--- src/rtl/nvme_pcie_pkg.sv ---
// Shared definitions for the PCIe completer-request (CQ) receive path.
// Holds the CQ request-type codes, the rx_cq FSM encoding, the BAR0 id,
// the 128-bit descriptor bit positions, the queued request record and a
// dword-count to byte-count helper.
package nvme_pcie_pkg;

   localparam logic [3:0] CQ_TYPE_MEM_RD = 4'b0000;
   localparam logic [3:0] CQ_TYPE_MEM_WR = 4'b0001;

   localparam logic [2:0] CQ_BAR0 = 3'd0;

   localparam int CQ_ADDR_LSB   = 2;
   localparam int CQ_ADDR_MSB   = 6;
   localparam int CQ_DW_CNT_LSB = 64;
   localparam int CQ_TYPE_LSB   = 75;
   localparam int CQ_REQ_ID_LSB = 80;
   localparam int CQ_TAG_LSB    = 96;
   localparam int CQ_BAR_LSB    = 112;
   localparam int CQ_TC_LSB     = 121;
   localparam int CQ_ATTR_LSB   = 124;

   typedef enum logic {
      ST_IDLE = 1'b0,
      ST_DROP = 1'b1
   } cq_state_e;

   typedef struct packed {
      logic [15:0] requester_id;
      logic [7:0]  tag;
      logic [6:0]  addr;
      logic [10:0] dw_cnt;
      logic [12:0] byte_cnt;
      logic [2:0]  tc;
      logic [2:0]  attr;
   } cq_req_t;

   // A dword count of zero encodes the maximum length of 1024 dwords.
   function automatic logic [12:0] cq_byte_cnt(input logic [10:0] dw_cnt);
      return (dw_cnt == 11'd0) ? 13'h1000 : {dw_cnt, 2'b00};
   endfunction

endpackage

--- src/rtl/rx_cq_if.sv ---
// Completer-request stream plus the read-command handshake towards the
// request consumer.
//   master : drives the CQ beat (tdata/tuser/tlast/tkeep/tvalid) and
//            send_cmd_done; receives tready and the head request.
//   slave  : rx_cq side of the same signals.
interface rx_cq_if #(
   parameter int DATA_W  = 128,
   parameter int TUSER_W = 88,
   parameter int KEEP_W  = DATA_W / 32
);
   logic [DATA_W-1:0]  m_axis_cq_tdata;
   logic [TUSER_W-1:0] m_axis_cq_tuser;
   logic               m_axis_cq_tlast;
   logic [KEEP_W-1:0]  m_axis_cq_tkeep;
   logic               m_axis_cq_tvalid;
   logic [21:0]        m_axis_cq_tready;

   logic               send_cmd;
   logic               send_cmd_done;
   logic [15:0]        req_requester_id;
   logic [7:0]         req_tag;
   logic [6:0]         req_addr;
   logic [10:0]        req_dw_cnt;
   logic [12:0]        req_byte_cnt;
   logic [2:0]         req_tc;
   logic [2:0]         req_attr;

   modport master (
      output m_axis_cq_tdata, m_axis_cq_tuser, m_axis_cq_tlast,
             m_axis_cq_tkeep, m_axis_cq_tvalid, send_cmd_done,
      input  m_axis_cq_tready, send_cmd, req_requester_id, req_tag,
             req_addr, req_dw_cnt, req_byte_cnt, req_tc, req_attr
   );

   modport slave (
      input  m_axis_cq_tdata, m_axis_cq_tuser, m_axis_cq_tlast,
             m_axis_cq_tkeep, m_axis_cq_tvalid, send_cmd_done,
      output m_axis_cq_tready, send_cmd, req_requester_id, req_tag,
             req_addr, req_dw_cnt, req_byte_cnt, req_tc, req_attr
   );
endinterface

--- src/rtl/cq_req_fifo.sv ---
// Small FIFO for queued read requests with a registered head output.
// Ports:
//   clk, rst_n   clock, async active-low reset
//   flush        synchronous clear of pointers, occupancy and head
//   push/wr_data write one entry (ignored when full)
//   pop          retire head entry (ignored when empty)
//   rd_data      registered head entry, zero when empty
//   full, empty  occupancy flags
module cq_req_fifo #(
   parameter int DEPTH = 4,
   parameter int WIDTH = 8
) (
   input  logic             clk,
   input  logic             rst_n,
   input  logic             flush,
   input  logic             push,
   input  logic [WIDTH-1:0] wr_data,
   input  logic             pop,
   output logic [WIDTH-1:0] rd_data,
   output logic             full,
   output logic             empty
);
   localparam int PW = (DEPTH > 1) ? $clog2(DEPTH) : 1;
   localparam int CW = $clog2(DEPTH) + 1;

   logic [WIDTH-1:0] mem_q [DEPTH];
   logic [PW-1:0]    wr_ptr_q, wr_ptr_d;
   logic [PW-1:0]    rd_ptr_q, rd_ptr_d, rd_ptr_nxt;
   logic [CW-1:0]    count_q, count_d;
   logic [WIDTH-1:0] dout_q, dout_d;
   logic             push_ok, pop_ok;

   assign full       = (count_q == CW'(DEPTH));
   assign empty      = (count_q == '0);
   assign push_ok    = push & ~full;
   assign pop_ok     = pop & ~empty;
   assign rd_ptr_nxt = rd_ptr_q + PW'(1);
   assign rd_data    = dout_q;

   always_comb begin
      wr_ptr_d = wr_ptr_q;
      rd_ptr_d = rd_ptr_q;
      count_d  = count_q;
      dout_d   = dout_q;
      if (push_ok) wr_ptr_d = wr_ptr_q + PW'(1);
      if (pop_ok)  rd_ptr_d = rd_ptr_nxt;
      case ({push_ok, pop_ok})
         2'b10:   count_d = count_q + CW'(1);
         2'b01:   count_d = count_q - CW'(1);
         default: count_d = count_q;
      endcase
      // The head register must already hold the next entry when the
      // pointer moves, so look one slot ahead or bypass the write data.
      if (pop_ok) begin
         if (count_q > CW'(1)) dout_d = mem_q[rd_ptr_nxt];
         else if (push_ok)     dout_d = wr_data;
         else                  dout_d = '0;
      end else if (push_ok && empty) begin
         dout_d = wr_data;
      end
      if (flush) begin
         wr_ptr_d = '0;
         rd_ptr_d = '0;
         count_d  = '0;
         dout_d   = '0;
      end
   end

   always_ff @(posedge clk or negedge rst_n) begin
      if (!rst_n) begin
         wr_ptr_q <= '0;
         rd_ptr_q <= '0;
         count_q  <= '0;
         dout_q   <= '0;
      end else begin
         wr_ptr_q <= wr_ptr_d;
         rd_ptr_q <= rd_ptr_d;
         count_q  <= count_d;
         dout_q   <= dout_d;
      end
   end

   always_ff @(posedge clk) begin
      if (push_ok) mem_q[wr_ptr_q] <= wr_data;
   end

endmodule

--- src/rtl/rx_cq.sv ---
// Completer-request receive front end. Parses single-beat CQ descriptors,
// queues memory reads for the command engine, drops write payloads and
// unsupported requests, and keeps request statistics.
// Ports:
//   user_clk, user_reset_n  clock, async active-low reset
//   user_lnk_up             low flushes queue, FSM and counters
//   cq                      CQ stream in, head read request out
//   rd/wr/bad_req_cnt       wrapping request counters
//
//   state   | meaning
//   --------+------------------------------------------------
//   ST_IDLE | next accepted beat is a descriptor
//   ST_DROP | discarding payload beats until tlast
module rx_cq
   import nvme_pcie_pkg::*;
#(
   parameter int C_DATA_WIDTH        = 128,
   parameter int AXI4_CQ_TUSER_WIDTH = 88,
   parameter int KEEP_WIDTH          = C_DATA_WIDTH / 32,
   parameter int FIFO_DEPTH          = 4
) (
   input  logic        user_clk,
   input  logic        user_reset_n,
   input  logic        user_lnk_up,
   rx_cq_if.slave      cq,
   output logic [15:0] rd_req_cnt,
   output logic [15:0] wr_req_cnt,
   output logic [15:0] bad_req_cnt
);
   cq_state_e                      state_q, state_d;
   logic [C_DATA_WIDTH-1:0]        tdata;
   logic [AXI4_CQ_TUSER_WIDTH-1:0] tuser_unused;
   logic [KEEP_WIDTH-1:0]          tkeep_unused;
   logic                           unused_sigs;
   logic                           rdy_en_q, rdy_en_d;
   logic                           ready, beat_ok, push, pop;
   logic [3:0]                     req_type;
   logic [15:0]                    rd_cnt_q, rd_cnt_d;
   logic [15:0]                    wr_cnt_q, wr_cnt_d;
   logic [15:0]                    bad_cnt_q, bad_cnt_d;
   logic                           fifo_full, fifo_empty;
   cq_req_t                        desc, head;

   assign tdata        = cq.m_axis_cq_tdata;
   assign tuser_unused = cq.m_axis_cq_tuser;
   assign tkeep_unused = cq.m_axis_cq_tkeep;
   // Only BAR0 maps onto this block, so the BAR id is not decoded.
   assign unused_sigs  = ^{tdata, tdata[CQ_BAR_LSB +: 3] ^ CQ_BAR0};

   assign req_type = tdata[CQ_TYPE_LSB +: 4];

   always_comb begin
      desc              = '0;
      desc.requester_id = tdata[CQ_REQ_ID_LSB +: 16];
      desc.tag          = tdata[CQ_TAG_LSB +: 8];
      desc.addr         = {tdata[CQ_ADDR_MSB:CQ_ADDR_LSB], 2'b00};
      desc.dw_cnt       = tdata[CQ_DW_CNT_LSB +: 11];
      desc.byte_cnt     = cq_byte_cnt(tdata[CQ_DW_CNT_LSB +: 11]);
      desc.tc           = tdata[CQ_TC_LSB +: 3];
      desc.attr         = tdata[CQ_ATTR_LSB +: 3];
   end

   // rdy_en_q holds tready low until the first edge after reset release.
   assign rdy_en_d = 1'b1;
   assign ready    = rdy_en_q & user_lnk_up &
                     ((state_q == ST_DROP) | ~fifo_full);
   assign cq.m_axis_cq_tready = {22{ready}};
   assign beat_ok  = cq.m_axis_cq_tvalid & cq.m_axis_cq_tready[0];
   assign pop      = cq.send_cmd_done & user_lnk_up;

   always_comb begin
      state_d   = state_q;
      push      = 1'b0;
      rd_cnt_d  = rd_cnt_q;
      wr_cnt_d  = wr_cnt_q;
      bad_cnt_d = bad_cnt_q;
      case (state_q)
         ST_IDLE: begin
            if (beat_ok) begin
               case (req_type)
                  CQ_TYPE_MEM_RD: begin
                     push     = 1'b1;
                     rd_cnt_d = rd_cnt_q + 16'd1;
                  end
                  CQ_TYPE_MEM_WR: wr_cnt_d  = wr_cnt_q + 16'd1;
                  default:        bad_cnt_d = bad_cnt_q + 16'd1;
               endcase
               if (!cq.m_axis_cq_tlast) state_d = ST_DROP;
            end
         end
         ST_DROP: begin
            if (beat_ok && cq.m_axis_cq_tlast) state_d = ST_IDLE;
         end
         default: state_d = ST_IDLE;
      endcase
      if (!user_lnk_up) begin
         state_d   = ST_IDLE;
         push      = 1'b0;
         rd_cnt_d  = '0;
         wr_cnt_d  = '0;
         bad_cnt_d = '0;
      end
   end

   always_ff @(posedge user_clk or negedge user_reset_n) begin
      if (!user_reset_n) begin
         state_q   <= ST_IDLE;
         rdy_en_q  <= 1'b0;
         rd_cnt_q  <= '0;
         wr_cnt_q  <= '0;
         bad_cnt_q <= '0;
      end else begin
         state_q   <= state_d;
         rdy_en_q  <= rdy_en_d;
         rd_cnt_q  <= rd_cnt_d;
         wr_cnt_q  <= wr_cnt_d;
         bad_cnt_q <= bad_cnt_d;
      end
   end

   cq_req_fifo #(
      .DEPTH (FIFO_DEPTH),
      .WIDTH ($bits(cq_req_t))
   ) u_fifo (
      .clk     (user_clk),
      .rst_n   (user_reset_n),
      .flush   (~user_lnk_up),
      .push    (push),
      .wr_data (desc),
      .pop     (pop),
      .rd_data (head),
      .full    (fifo_full),
      .empty   (fifo_empty)
   );

   assign cq.send_cmd         = ~fifo_empty;
   assign cq.req_requester_id = head.requester_id;
   assign cq.req_tag          = head.tag;
   assign cq.req_addr         = head.addr;
   assign cq.req_dw_cnt       = head.dw_cnt;
   assign cq.req_byte_cnt     = head.byte_cnt;
   assign cq.req_tc           = head.tc;
   assign cq.req_attr         = head.attr;

   assign rd_req_cnt  = rd_cnt_q;
   assign wr_req_cnt  = wr_cnt_q;
   assign bad_req_cnt = bad_cnt_q;

endmodule

--- src/flat_wrapper.sv ---
// flat-port wrapper written by rule: the top's interface ports become plain ports
module rx_cq_flat import nvme_pcie_pkg::*;
#(
   parameter int C_DATA_WIDTH        = 128,
   parameter int AXI4_CQ_TUSER_WIDTH = 88,
   parameter int KEEP_WIDTH          = C_DATA_WIDTH / 32,
   parameter int FIFO_DEPTH          = 4
)
  (user_clk, user_reset_n, user_lnk_up, rd_req_cnt, wr_req_cnt, bad_req_cnt, cq_m_axis_cq_tdata, cq_m_axis_cq_tuser, cq_m_axis_cq_tlast, cq_m_axis_cq_tkeep, cq_m_axis_cq_tvalid, cq_send_cmd_done, cq_m_axis_cq_tready, cq_send_cmd, cq_req_requester_id, cq_req_tag, cq_req_addr, cq_req_dw_cnt, cq_req_byte_cnt, cq_req_tc, cq_req_attr);
  rx_cq_if #(.DATA_W(128), .TUSER_W(88), .KEEP_W(4)) cq_i ();
  input  logic user_clk;
  input  logic user_reset_n;
  input  logic user_lnk_up;
  output logic [15:0] rd_req_cnt;
  output logic [15:0] wr_req_cnt;
  output logic [15:0] bad_req_cnt;
  input wire logic [$bits(cq_i.m_axis_cq_tdata)-1:0] cq_m_axis_cq_tdata;
  input wire logic [$bits(cq_i.m_axis_cq_tuser)-1:0] cq_m_axis_cq_tuser;
  input wire logic [$bits(cq_i.m_axis_cq_tlast)-1:0] cq_m_axis_cq_tlast;
  input wire logic [$bits(cq_i.m_axis_cq_tkeep)-1:0] cq_m_axis_cq_tkeep;
  input wire logic [$bits(cq_i.m_axis_cq_tvalid)-1:0] cq_m_axis_cq_tvalid;
  input wire logic [$bits(cq_i.send_cmd_done)-1:0] cq_send_cmd_done;
  output wire logic [$bits(cq_i.m_axis_cq_tready)-1:0] cq_m_axis_cq_tready;
  output wire logic [$bits(cq_i.send_cmd)-1:0] cq_send_cmd;
  output wire logic [$bits(cq_i.req_requester_id)-1:0] cq_req_requester_id;
  output wire logic [$bits(cq_i.req_tag)-1:0] cq_req_tag;
  output wire logic [$bits(cq_i.req_addr)-1:0] cq_req_addr;
  output wire logic [$bits(cq_i.req_dw_cnt)-1:0] cq_req_dw_cnt;
  output wire logic [$bits(cq_i.req_byte_cnt)-1:0] cq_req_byte_cnt;
  output wire logic [$bits(cq_i.req_tc)-1:0] cq_req_tc;
  output wire logic [$bits(cq_i.req_attr)-1:0] cq_req_attr;
  assign cq_i.m_axis_cq_tdata = cq_m_axis_cq_tdata;
  assign cq_i.m_axis_cq_tuser = cq_m_axis_cq_tuser;
  assign cq_i.m_axis_cq_tlast = cq_m_axis_cq_tlast;
  assign cq_i.m_axis_cq_tkeep = cq_m_axis_cq_tkeep;
  assign cq_i.m_axis_cq_tvalid = cq_m_axis_cq_tvalid;
  assign cq_i.send_cmd_done = cq_send_cmd_done;
  assign cq_m_axis_cq_tready = cq_i.m_axis_cq_tready;
  assign cq_send_cmd = cq_i.send_cmd;
  assign cq_req_requester_id = cq_i.req_requester_id;
  assign cq_req_tag = cq_i.req_tag;
  assign cq_req_addr = cq_i.req_addr;
  assign cq_req_dw_cnt = cq_i.req_dw_cnt;
  assign cq_req_byte_cnt = cq_i.req_byte_cnt;
  assign cq_req_tc = cq_i.req_tc;
  assign cq_req_attr = cq_i.req_attr;
  rx_cq #(.C_DATA_WIDTH(C_DATA_WIDTH), .AXI4_CQ_TUSER_WIDTH(AXI4_CQ_TUSER_WIDTH), .KEEP_WIDTH(KEEP_WIDTH), .FIFO_DEPTH(FIFO_DEPTH)) u_core (.user_clk(user_clk), .user_reset_n(user_reset_n), .user_lnk_up(user_lnk_up), .cq(cq_i), .rd_req_cnt(rd_req_cnt), .wr_req_cnt(wr_req_cnt), .bad_req_cnt(bad_req_cnt));
endmodule
--- config.mk ---
export PLATFORM = sky130hd
export DESIGN_NAME = rx_cq_flat
export DESIGN_NICKNAME = d
export VERILOG_FILES = /design/src/rtl/nvme_pcie_pkg.sv /design/src/rtl/rx_cq_if.sv /design/src/rtl/cq_req_fifo.sv /design/src/rtl/rx_cq.sv /design/src/flat_wrapper.sv
export SDC_FILE = /design/constraint.sdc
export NUM_CORES = 1
export LEC_CHECK = 0
export ABC_AREA = 1
export CORE_MARGIN = 3
export CORE_UTILIZATION = 46
export CTS_CLUSTER_SIZE = 8
export DETAILED_ROUTE_END_ITERATION = 12
export PLACE_DENSITY_LB_ADDON = 0.2
export RECOVER_POWER = 50
export REMOVE_ABC_BUFFERS = 1
export SETUP_SLACK_MARGIN = 0.5
export SLEW_MARGIN = 20
export SYNTH_ARGS = -nofsm -noshare
export SYNTH_HDL_FRONTEND = slang
export SYNTH_SLANG_ARGS = --single-unit
--- constraint.sdc ---
create_clock -name user_clk -period 4.4 [get_ports user_clk]
set_input_delay 1.32 -clock user_clk [delete_from_list [all_inputs] [get_ports user_clk]]
set_output_delay 1.32 -clock user_clk [all_outputs]
set_load 0.02 [all_outputs]
==> flow_metrics.env <==
export IMPL_syn_inst=1560
export IMPL_cts_root_buf="clkbuf_16"
export IMPL_synth_warnings=0
export IMPL_die_w_um=189
export IMPL_dp_worst_setup_slack_ns=0.127
export IMPL_clk_pin_slew_ns=0.05
export IMPL_synth_cell_area_um2=15400
export IMPL_setup_viol=0
export IMPL_ys_types=38
export IMPL_slowest_delay_ns=0.59
export IMPL_cap_violations=1
export IMPL_drt_iter0_drc=808
export IMPL_crit_required_ns=3.08
export IMPL_path_cells="dlygate4sd3_1 -> nand2_1 -> inv_1 -> nand2_1 -> inv_1 -> buf_12 -> buf_2"
export IMPL_rsz0062_at_grt="false"
export IMPL_switchingPower_uw=2230
export IMPL_clk_latency_ns=0.54
export IMPL_cts_tree="done"
export IMPL_p_int_uw=6000
export IMPL_layout_common_cells="nand2_1 (433), edfxtp_1 (228), nor2_1 (152), dfrtp_1 (114), o21ai_0 (103)"
export IMPL_switching_share_pct=27.1
export IMPL_grt_start_max_net_pins=58
export IMPL_worstSetupPathType="in2out"
export IMPL_dr_pass1_iters=5
export IMPL_finalHoldViolCount=0
export IMPL_total_power_uw=8240
export IMPL_min_period_ns=3.84
export IMPL_num_io_pins=358
export IMPL_leakage_uw=0.00738
export IMPL_cpMaxStageDelayCell="dlygate4sd3_1"
export IMPL_hp_class="reg2reg"
export IMPL_routabilityCongestion=0.847
export IMPL_slew_violations=28
export IMPL_postSynth_asyncResetShare_pct=33.3
export IMPL_avgSynthCellArea_um2=9.86
export IMPL_ys_seq_elements=342
export IMPL_finalWirelength_um=38800
export IMPL_fp_dieH_um=189
export IMPL_core_area_um2=32800
export IMPL_ctsResizeCount=88
export IMPL_arrival_ns=2.52
export IMPL_h_tree_depth=2
export IMPL_outcome="finished, violations left"
export IMPL_grt_pass1_vias=11600
export IMPL_violations="max-capacitance violations, max-slew violations"
export IMPL_clock_skew_ns=0.0126
export IMPL_critical_path_startpoint_type="input pin"
export IMPL_drive_above_1_share_pct=7.13
export IMPL_grt_pass1_wl_um=61900
export IMPL_dieArea_um2=35700
export IMPL_start_util_pct=46.9
export IMPL_regArea_um2=9700
export IMPL_cp_num_buf_inv=5
export IMPL_synth_edff_count=228
export IMPL_grt_ovfl_total=0
export IMPL_place_hpwl_um=23100
export IMPL_nFillCells=2832
export IMPL_clock_path_buffers=3
export IMPL_clock_sinks=342
export IMPL_synthFlopType="edfxtp_1"
export IMPL_antenna_found_initial=5
export IMPL_nets=1952
export IMPL_end_kind="output pin"
export IMPL_postCtsSetupBuffers=0
export IMPL_final_common_cell="nand2_1"
export IMPL_viasPerCell=5.30
export IMPL_fin_ws_ns=0.559
export IMPL_crit_fanout=22
export IMPL_vias=11600
export IMPL_ys_seq_area_share_pct=63.0
export IMPL_critPathTopFamily="buffers and inverters"
export IMPL_slew_headroom_pct=-0.239
export IMPL_ant_nets=0
export IMPL_area_growth_pct=21.7
export IMPL_p_clk_share_pct=40.7
export IMPL_num_rows=66
export IMPL_routedWlPerCell_um=17.7
export IMPL_multi_input_area_um2=4730
export IMPL_worstMarginPinSlew_ns=1.50
export IMPL_drcViolationCount=0
export IMPL_hold_buffers=0
export IMPL_pwr_share_seq_pct=43.9
export IMPL_setup_tns_ns=0
export IMPL_port_buffers=183
export IMPL_track_usage_pct=21.6
export IMPL_fin_crit_sh_pct=87.3
export IMPL_fmax_mhz=260
export IMPL_p_comb_share_pct=15.5
export IMPL_power_density_nw_per_um2=440
export IMPL_peakVddDrop_mv=0.248
export IMPL_cts_made_buffers=48
synth_stat cells, types with 5 or more instances:
cell type / n / area (um2)
o22ai_1: 35 / 219
nand2_2: 5 / 31.3
inv_1: 94 / 353
nor3_1: 22 / 110
dfrtp_1: 114 / 2850
nor2_1: 152 / 571
o211ai_1: 18 / 135
ha_1: 10 / 125
inv_2: 8 / 30.0
edfxtp_1: 228 / 6850
clkbuf_1: 34 / 128
a21oi_1: 42 / 210
nand4_1: 50 / 313
xor2_1: 6 / 52.6
buf_4: 33 / 248
nand2_1: 431 / 1620
o21ai_0: 102 / 510
o21ai_1: 13 / 65.1
nand3_1: 93 / 465
buf_2: 33 / 165
path summary, 6_finish.rpt:
check / cells after the start / endpoint / startpoint / slack (ns)
max in group asynchronous: 2 / u_core.u_fifo.rd_data[50] / user_reset_n / 1.90
setup reg to reg: 9 / u_core.rd_req_cnt[8] / u_core.u_fifo.count_q[1] / 1.50
min in group asynchronous: 1 / u_core.u_fifo.rd_data[34] / user_reset_n / 0.72
hold / removal: 2 / u_core.u_fifo.rd_data[52] / u_core.u_fifo.rd_data[52] / 0.47
hold reg to reg: 2 / u_core.u_fifo.rd_data[52] / u_core.u_fifo.rd_data[52] / 0.47
setup / recovery: 7 / cq_m_axis_cq_tready[17] / user_lnk_up / 0.56
power by group through the flow:
stage / combinational [uW] / clock (uW) / sequential [uW]
5_1_grt: 1400 / 3560 / 3620
6_report: 1270 / 3350 / 3610
3_5_place_dp: 1320 / 0 / 3670
4_1_cts: 1310 / 3430 / 3610
3_3_place_gp: 1310 / 0 / 3670
2_1_floorplan: 613 / 0 / 3770
worst min-delay path, stage by stage (launching register included):
cell and delay, ns:
dfrtp_1 0.33, nand2_1 0.05, nand2_1 0.05
routing by layer:
metal / vias to the layer above / track usage, % / share of wire [%]
met2: 477 / 35.8 / 47
met3: 67 / 4.98 / 8.1
met5: - / 0 / 0.054
met1: 5501 / 28.6 / 43
li1: 5595 / - / -
met4: 4 / 6.24 / 2.2
flip-flops by register name (all words and copies together), names as in the netlist:
signal	flops
u_core.bad_req_cnt	16
u_core.state_q	1
u_core.u_fifo.count_q	3
u_core.u_fifo.rd_ptr_q	2
u_core.wr_req_cnt	16
u_core.u_fifo.rd_data	57
u_core.rd_req_cnt	16
u_core.u_fifo.wr_ptr_q	2
u_core.u_fifo.mem_q	228
u_core.rdy_en_q	1
per-stage QoR:
step	hold slack [ns]	utilization, %	cells	instance area [um2]
2_1_floorplan	0.497	-	1459	14800
3_3_place_gp	0.462	53.4	2108	17500
3_5_place_dp	0.464	53.4	2108	17500
4_1_cts	0.479	57.3	2194	18800
5_1_grt	0.492	57.1	2196	18700
6_report	0.465	57.1	2197	18700
kinds of logic (layout without fill, tap and decap cells):
logic type	after synthesis	after routing	synth area share (%)
AOI/OAI and AO/OA	219	219	7.87
xor gates and xnor gates	8	8	0.455
and+or+nand+nor	771	771	21.6
adders and majority gates	10	10	0.813
DFF	342	342	63.0
buffers and inverters	208	397	6.18
other	2	8	0.0488
cell type report:
class | instances | area share (%)
clock buffer | 84 | 7.19
clock inverter | 2 | 0.134
antenna | 3 | 0.0401
timing repair buffer | 207 | 10.5
multi-input combinational | 1013 | 25.3
tap | 442 | 2.95
inverter | 104 | 2.11
sequential | 342 | 51.8
Power figures use the tool's default switching activity.
